**config.mk**
```make
export PLATFORM = sky130hd
export DESIGN_NAME = connect4_turn_ctrl_flat
export DESIGN_NICKNAME = d
export VERILOG_FILES = /design/src/rtl/connect4_turn_ctrl_if.sv /design/src/rtl/connect4_turn_ctrl.sv /design/src/flat_wrapper.sv
export SDC_FILE = /design/constraint.sdc
export NUM_CORES = 1
export LEC_CHECK = 0
export CAP_MARGIN = 25
export CORE_MARGIN = 2
export CORE_UTILIZATION = 56
export CTS_CLUSTER_SIZE = 40
export DETAILED_ROUTE_END_ITERATION = 6
export PLACE_DENSITY = 0.91
export SLEW_MARGIN = 30
export SYNTH_ARGS = -nofsm -noshare
export SYNTH_HDL_FRONTEND = slang
export SYNTH_SLANG_ARGS = --single-unit
```
**constraint.sdc**
```tcl
create_clock -name clk -period 2.8 [get_ports clk]
set_input_delay 0.42 -clock clk [delete_from_list [all_inputs] [get_ports clk]]
set_output_delay 0.42 -clock clk [all_outputs]
set_load 0.1 [all_outputs]
```
**src/rtl/connect4_turn_ctrl_if.sv**
```systemverilog
// Connect4 turn sequencer bus: button pulses, win-checker handshake and board-write port.
// master drives buttons/checker results; slave is the sequencer.
interface connect4_turn_ctrl_if #(
   parameter int COLS = 7,
   parameter int ROWS = 6
);
   localparam int CW = (COLS > 1) ? $clog2(COLS) : 1;
   localparam int RW = (ROWS > 1) ? $clog2(ROWS) : 1;

   logic          press_izq;
   logic          press_der;
   logic          press_ent;
   logic          check_done;
   logic          check_win;
   logic [CW-1:0] cursor_col;
   logic          player;
   logic          wr_en;
   logic [CW-1:0] wr_col;
   logic [RW-1:0] wr_row;
   logic          wr_player;
   logic          reject;
   logic          game_over;
   logic [1:0]    winner;
   logic          turn_timeout;

   modport master (
      output press_izq, press_der, press_ent, check_done, check_win,
      input  cursor_col, player, wr_en, wr_col, wr_row, wr_player,
             reject, game_over, winner, turn_timeout
   );

   modport slave (
      input  press_izq, press_der, press_ent, check_done, check_win,
      output cursor_col, player, wr_en, wr_col, wr_row, wr_player,
             reject, game_over, winner, turn_timeout
   );
endinterface

```
**src/rtl/connect4_turn_ctrl.sv**
```systemverilog
// Connect4 game sequencer: cursor, column drop, win-checker handshake, win/draw detection.
// Define TURN_TIMER_EN to add the per-turn timer that forces a drop after TURN_CYCLES cycles.
module connect4_turn_ctrl #(
   parameter int COLS        = 7,
   parameter int ROWS        = 6,
   parameter int TURN_CYCLES = 50000000
) (
   input logic                 clk,
   input logic                 reset_n,
   connect4_turn_ctrl_if.slave bus
);
   localparam int CW = (COLS > 1) ? $clog2(COLS) : 1;
   localparam int RW = (ROWS > 1) ? $clog2(ROWS) : 1;
   localparam int HW = $clog2(ROWS + 1);
   localparam int MW = $clog2(ROWS * COLS + 1);

   localparam logic [1:0] SELECT    = 2'd0;
   localparam logic [1:0] DROP      = 2'd1;
   localparam logic [1:0] CHECK     = 2'd2;
   localparam logic [1:0] GAME_OVER = 2'd3;

   localparam logic [CW-1:0] CENTER    = CW'(COLS / 2);
   localparam logic [HW-1:0] FULL      = HW'(ROWS);
   localparam logic [MW-1:0] ALL_MOVES = MW'(ROWS * COLS);

   logic [1:0]    state;
   logic [CW-1:0] cursorCol;
   logic [CW-1:0] dropCol;
   logic [CW-1:0] forcedCol;
   logic [HW-1:0] heights [COLS];
   logic [MW-1:0] moveCount;
   logic          player;
   logic          rejectPulse;
   logic          timeoutPulse;
   logic          gameOver;
   logic [1:0]    winner;
   logic          timerExpire;

   function automatic logic [CW-1:0] wrapInc(input logic [CW-1:0] c);
      return (c == CW'(COLS - 1)) ? '0 : c + CW'(1);
   endfunction

   function automatic logic [CW-1:0] wrapDec(input logic [CW-1:0] c);
      return (c == '0) ? CW'(COLS - 1) : c - CW'(1);
   endfunction

`ifdef TURN_TIMER_EN
   localparam int TW = (TURN_CYCLES > 1) ? $clog2(TURN_CYCLES) : 1;
   localparam logic [TW-1:0] TURN_LAST = TW'(TURN_CYCLES - 1);

   logic [TW-1:0] turnCnt;
   logic          entSel;
   logic          found;
   int            idx;

   // Held at zero outside SELECT so every entry starts a fresh turn; saturates at the limit
   always_ff @(posedge clk or negedge reset_n) begin
      if (!reset_n)
         turnCnt <= '0;
      else if (state != SELECT)
         turnCnt <= '0;
      else if (turnCnt != TURN_LAST)
         turnCnt <= turnCnt + TW'(1);
   end

   assign entSel      = bus.press_ent & ~bus.press_izq & ~bus.press_der;
   assign timerExpire = (state == SELECT) && (turnCnt == TURN_LAST) && !entSel;

   // A board with a free cell always exists in SELECT, so the scan always finds a column
   always_comb begin
      forcedCol = cursorCol;
      found     = 1'b0;
      idx       = 0;
      for (int i = 0; i < COLS; i++) begin
         idx = (int'(cursorCol) + i) % COLS;
         if (!found && heights[idx] != FULL) begin
            forcedCol = CW'(idx);
            found     = 1'b1;
         end
      end
   end
`else
   // TURN_CYCLES is never negative, so this is a constant 0
   assign timerExpire = (TURN_CYCLES < 0);
   assign forcedCol   = '0;
`endif

   always_ff @(posedge clk or negedge reset_n) begin
      if (!reset_n) begin
         state        <= SELECT;
         cursorCol    <= CENTER;
         dropCol      <= '0;
         player       <= 1'b0;
         moveCount    <= '0;
         rejectPulse  <= 1'b0;
         timeoutPulse <= 1'b0;
         gameOver     <= 1'b0;
         winner       <= 2'b00;
         for (int c = 0; c < COLS; c++) heights[c] <= '0;
      end else begin
         rejectPulse  <= 1'b0;
         timeoutPulse <= 1'b0;
         case (state)
            SELECT: begin
               if (timerExpire) begin
                  dropCol      <= forcedCol;
                  timeoutPulse <= 1'b1;
                  state        <= DROP;
               end else if (bus.press_izq) begin
                  cursorCol <= wrapDec(cursorCol);
               end else if (bus.press_der) begin
                  cursorCol <= wrapInc(cursorCol);
               end else if (bus.press_ent) begin
                  if (heights[cursorCol] == FULL) begin
                     rejectPulse <= 1'b1;
                  end else begin
                     dropCol <= cursorCol;
                     state   <= DROP;
                  end
               end
            end
            DROP: begin
               heights[dropCol] <= heights[dropCol] + HW'(1);
               moveCount        <= moveCount + MW'(1);
               state            <= CHECK;
            end
            CHECK: begin
               if (bus.check_done) begin
                  if (bus.check_win) begin
                     state    <= GAME_OVER;
                     gameOver <= 1'b1;
                     winner   <= player ? 2'b10 : 2'b01;
                  end else if (moveCount == ALL_MOVES) begin
                     state    <= GAME_OVER;
                     gameOver <= 1'b1;
                     winner   <= 2'b11;
                  end else begin
                     player <= ~player;
                     state  <= SELECT;
                  end
               end
            end
            GAME_OVER: begin
               if (bus.press_ent) begin
                  state     <= SELECT;
                  cursorCol <= CENTER;
                  player    <= 1'b0;
                  moveCount <= '0;
                  gameOver  <= 1'b0;
                  winner    <= 2'b00;
                  for (int c = 0; c < COLS; c++) heights[c] <= '0;
               end
            end
            default: state <= SELECT;
         endcase
      end
   end

   assign bus.cursor_col   = cursorCol;
   assign bus.player       = player;
   assign bus.wr_en        = (state == DROP);
   assign bus.wr_col       = (state == DROP) ? dropCol : '0;
   assign bus.wr_row       = (state == DROP) ? heights[dropCol][RW-1:0] : '0;
   assign bus.wr_player    = (state == DROP) & player;
   assign bus.reject       = rejectPulse;
   assign bus.game_over    = gameOver;
   assign bus.winner       = winner;
   assign bus.turn_timeout = timeoutPulse;
endmodule

```
**src/flat_wrapper.sv**
```systemverilog
// flat-port wrapper written by rule: the top's interface ports become plain ports
module connect4_turn_ctrl_flat 
#(
   parameter int COLS        = 7,
   parameter int ROWS        = 6,
   parameter int TURN_CYCLES = 50000000
)
  (clk, reset_n, bus_press_izq, bus_press_der, bus_press_ent, bus_check_done, bus_check_win, bus_cursor_col, bus_player, bus_wr_en, bus_wr_col, bus_wr_row, bus_wr_player, bus_reject, bus_game_over, bus_winner, bus_turn_timeout);
  connect4_turn_ctrl_if #(.COLS(COLS), .ROWS(ROWS)) bus_i ();
  input logic clk;
  input logic reset_n;
  input wire logic [$bits(bus_i.press_izq)-1:0] bus_press_izq;
  input wire logic [$bits(bus_i.press_der)-1:0] bus_press_der;
  input wire logic [$bits(bus_i.press_ent)-1:0] bus_press_ent;
  input wire logic [$bits(bus_i.check_done)-1:0] bus_check_done;
  input wire logic [$bits(bus_i.check_win)-1:0] bus_check_win;
  output wire logic [$bits(bus_i.cursor_col)-1:0] bus_cursor_col;
  output wire logic [$bits(bus_i.player)-1:0] bus_player;
  output wire logic [$bits(bus_i.wr_en)-1:0] bus_wr_en;
  output wire logic [$bits(bus_i.wr_col)-1:0] bus_wr_col;
  output wire logic [$bits(bus_i.wr_row)-1:0] bus_wr_row;
  output wire logic [$bits(bus_i.wr_player)-1:0] bus_wr_player;
  output wire logic [$bits(bus_i.reject)-1:0] bus_reject;
  output wire logic [$bits(bus_i.game_over)-1:0] bus_game_over;
  output wire logic [$bits(bus_i.winner)-1:0] bus_winner;
  output wire logic [$bits(bus_i.turn_timeout)-1:0] bus_turn_timeout;
  assign bus_i.press_izq = bus_press_izq;
  assign bus_i.press_der = bus_press_der;
  assign bus_i.press_ent = bus_press_ent;
  assign bus_i.check_done = bus_check_done;
  assign bus_i.check_win = bus_check_win;
  assign bus_cursor_col = bus_i.cursor_col;
  assign bus_player = bus_i.player;
  assign bus_wr_en = bus_i.wr_en;
  assign bus_wr_col = bus_i.wr_col;
  assign bus_wr_row = bus_i.wr_row;
  assign bus_wr_player = bus_i.wr_player;
  assign bus_reject = bus_i.reject;
  assign bus_game_over = bus_i.game_over;
  assign bus_winner = bus_i.winner;
  assign bus_turn_timeout = bus_i.turn_timeout;
  connect4_turn_ctrl #(.COLS(COLS), .ROWS(ROWS), .TURN_CYCLES(TURN_CYCLES)) u_core (.clk(clk), .reset_n(reset_n), .bus(bus_i));
endmodule
```
==> impl_metrics.csv <==
group,metric,value,unit
detailed_routing,dr_total_vias,1898,
clocking,cts_tree,"yes",
timing,hold_viol,0,
layout,antenna_cells,0,
worst_setup_path,cp_cell_sequence,"mux4_2 -> nor2_1 -> a21oi_1 -> and2_1 -> buf_12",
timing,skew,0.00630,ns
worst_setup_path,crit_path_start_kind,"register",
worst_setup_path,worstReg2RegStart,"u_core.dropCol[0]$_DFFE_PN0P_",
yosys,synth_top_family_by_area,"simple AND/OR/NAND/NOR gates",
die,start_util,0.572,
yosys,synth-adder-area-share,0.0444,
hold_path,hp-class,"input pin to asynchronous set/reset pin",
worst_setup_path,path_buf_inv,1,
yosys,yosys.area_share.simple,0.225,
global_routing,grt_first_pass_wirelength,8170,µm
worst_setup_path,startpoint,"u_core.dropCol[0]$_DFFE_PN0P_",
clocking,insertion_delay,0.29,ns
outcome,status,"complete, no violations",
die,die_w,67.5,µm
worst_setup_path,critPathArrivalTime,2.12,ns
timing,fin_crit,2.54,ns
placed_design,dp_hpwl,3580,µm
clocking,cts_setup_buffers,0,
detailed_routing,wl,4960,µm
layout,drive_gt1_frac,0.166,
layout,regArea,1000,µm²
yosys,synth.distinct_cells,49,
timing,rsz0062_at_grt,"false",
detailed_routing,antenna_left,0,
yosys,syn_area,2260,µm²
clocking,cts_buffer_depth,2,
yosys,synth_xor_area_frac,0.0122,
detailed_routing,drt_iter0_drc,121,
yosys,ys_async_sr_fraction,1.00,
timing,tns,0,ns
layout,final_cell_area,2630,µm²
timing,finalSetupViolCount,0,
worst_setup_path,required,2.38,ns
clocking,clkTransAtPathRegs,0.08,ns
worst_setup_path,cp-end-kind,"output pin",
yosys,synth_seq_cells,40,
worst_setup_path,crit_type,"register to output pin",
yosys,synth_cells,238,
worst_setup_path,rrSetupSlack,0.56,ns
yosys,avgSynthCellArea,9.48,µm²
global_routing,track_usage,0.241,
clocking,cts_hold_buf,0,
clocking,root_buffer,"clkbuf_8",
global_routing,antenna_found_initial,0,
yosys,syn_nets,253,
die,die_h,67.5,µm
global_routing,gr-total-overflow,0,
die,ios,24,
yosys,synth-compound-area-share,0.172,
worst_setup_path,critPathMaxStageDelay,0.66,ns
clocking,htree_num_levels,2,
worst_setup_path,r2r-end,"u_core.heights[8]$_DFFE_PN0P_",
die,die_area,4550,µm²
yosys,seq_area_frac_synth,0.445,
placed_design,place_congestion,0.856,
worst_setup_path,endpoint,"bus_wr_row[1]",
timing,finalMaxSlewViolations,0,
clocking,numCtsBuffers,5,
placed_design,io_buffers,22,
die,core,3940,µm²
yosys,synth-edff-count,0,
worst_setup_path,crit_cells,5,
timing,max_freq,394,MHz
detailed_routing,drc,0,
timing,whs,0.0807,ns
clocking,clock-sinks,40,
timing,slew-limit-headroom,0.666,
layout,synthToLayoutAreaGrowth,16.8,%
layout,n_fill_cell,306,
die,fp-row-count,23,
worst_setup_path,path_max_fanout,15,
detailed_routing,wl_per_cell,16.1,µm
worst_setup_path,worst_path_max_delay_cell,"dfrtp_1",
timing,worst_slew_pin_slew,0.501,ns
worst_setup_path,worstRegToRegCells,6,
layout,nets,273,
global_routing,grt_max_degree,41,
clocking,cts.repair.resized,0,
worst_setup_path,critPathTopFamily,"flip-flops",
yosys,synth_top_flop_cell,"dfrtp_1",
detailed_routing,dr.pass1.iters,5,
flow_run,drv_cap,0,
layout,multi_input_area,1160,µm²
global_routing,grt_pass1_vias,1731,
detailed_routing,vias_per_cell,6.14,
yosys,yosys_warnings,0,
yosys,synthMuxAreaShare,0.0571,
placed_design,postPlaceCellArea,2540,µm²
timing,finalCritPeriodShare,0.906,
layout make-up:
type	instances	area share
Inverter	10	0.0143
Sequential cell	40	0.381
Tap cell	50	0.0238
Clock buffer	6	0.0314
Clock inverter	2	0.00380
Timing Repair Buffer	24	0.106
Multi-Input combinational cell	177	0.439
placed cells by master, fill, tap and decap left out, types with 3 or more instances in the layout:
| cell type | instances |
|---|---|
| nand2_1 | 15 |
| clkdlybuf4s50_1 | 5 |
| mux2_1 | 3 |
| buf_4 | 12 |
| nand3_1 | 30 |
| nor2_1 | 15 |
| o21ai_1 | 12 |
| o21ai_0 | 26 |
| a21oi_1 | 12 |
| clkbuf_8 | 6 |
| nor3_1 | 3 |
| nor2b_1 | 3 |
| inv_1 | 10 |
| ha_1 | 8 |
| mux2i_1 | 5 |
| dfrtp_1 | 38 |
| nand2b_1 | 3 |
| buf_12 | 7 |
| and2_1 | 6 |
cell usage after synthesis (2+ instances only):
cell type	instances	share of area
a211oi_2	2	0.011
a32o_1	2	0.0089
nor3_1	3	0.0067
ha_1	8	0.044
and4b_1	2	0.0089
and3_1	2	0.0055
dfstp_2	2	0.023
buf_4	2	0.0067
nor4bb_1	2	0.0089
nand2_1	15	0.025
dfrtp_1	38	0.42
o22a_1	2	0.0078
nand2b_1	3	0.0083
clkbuf_1	6	0.010
o21ai_1	12	0.027
mux2_2	2	0.010
nor2b_1	3	0.0083
and2_1	6	0.017
inv_1	10	0.017
nand3_1	30	0.067
a21oi_1	12	0.027
nor2_1	15	0.025
nand4_1	2	0.0055
o21ai_0	26	0.058
mux2_1	3	0.015
mux2i_1	5	0.022
routing by layer:
layer / wire length, µm / vias up / track usage / part of all wire
li1: - / 897 / - / -
met1: 2080 / 914 / 0.317 / 0.42
met2: 2470 / 73 / 0.395 / 0.50
met3: 281 / 14 / 0.0383 / 0.057
met4: 133 / 0 / 0.102 / 0.027
met5: 0 / - / 0 / 0
metrics by stage:
stage / utilization / std cells / worst slack, ns
6_report: 0.668 / 309 / 0.262
5_1_grt: 0.668 / 309 / 0.0954
4_1_cts: 0.667 / 309 / 0.276
3_5_place_dp: 0.644 / 301 / 0.582
3_3_place_gp: 0.644 / 301 / 0.648
2_1_floorplan: - / 238 / 0.118
cell families (layout without fill, tap and decap cells):
group                      Yosys count  count (layout)
muxes                               11              11
adders and majority gates            8               8
and+or+nand+nor                     92              92
buffers and inverters               21              42
DFF                                 40              40
xor gates and xnor gates             1               1
AOI/OAI and AO/OA                   64              64
other                                1               1
worst min-delay path by stage:
stage               cells past startpoint                                   end                              from
floorplan                               0  u_core.bus.cursor_col[2]$_DFFE_PN0P_                           reset_n
global placement                        1      u_core.bus.winner[1]$_DFFE_PN0P_  u_core.bus.winner[1]$_DFFE_PN0P_
CTS                                     1       u_core.moveCount[5]$_DFFE_PN0P_                           reset_n
detailed placement                      1       u_core.moveCount[5]$_DFFE_PN0P_   u_core.moveCount[5]$_DFFE_PN0P_
global route                            1       u_core.moveCount[5]$_DFFE_PN0P_                           reset_n
finish                                  1       u_core.moveCount[2]$_DFFE_PN0P_                           reset_n
registers in the layout, indices dropped and copies added, names as in the netlist, 2 cells and up:
name / cells
u_core.state: 2
u_core.bus.winner: 2
u_core.heights: 21
u_core.dropCol: 3
u_core.bus.cursor_col: 3
u_core.moveCount: 6
Power is left out: the tool's default activity adds up to more than one toggle a clock period on the data nets, which glitch-free logic cannot reach.
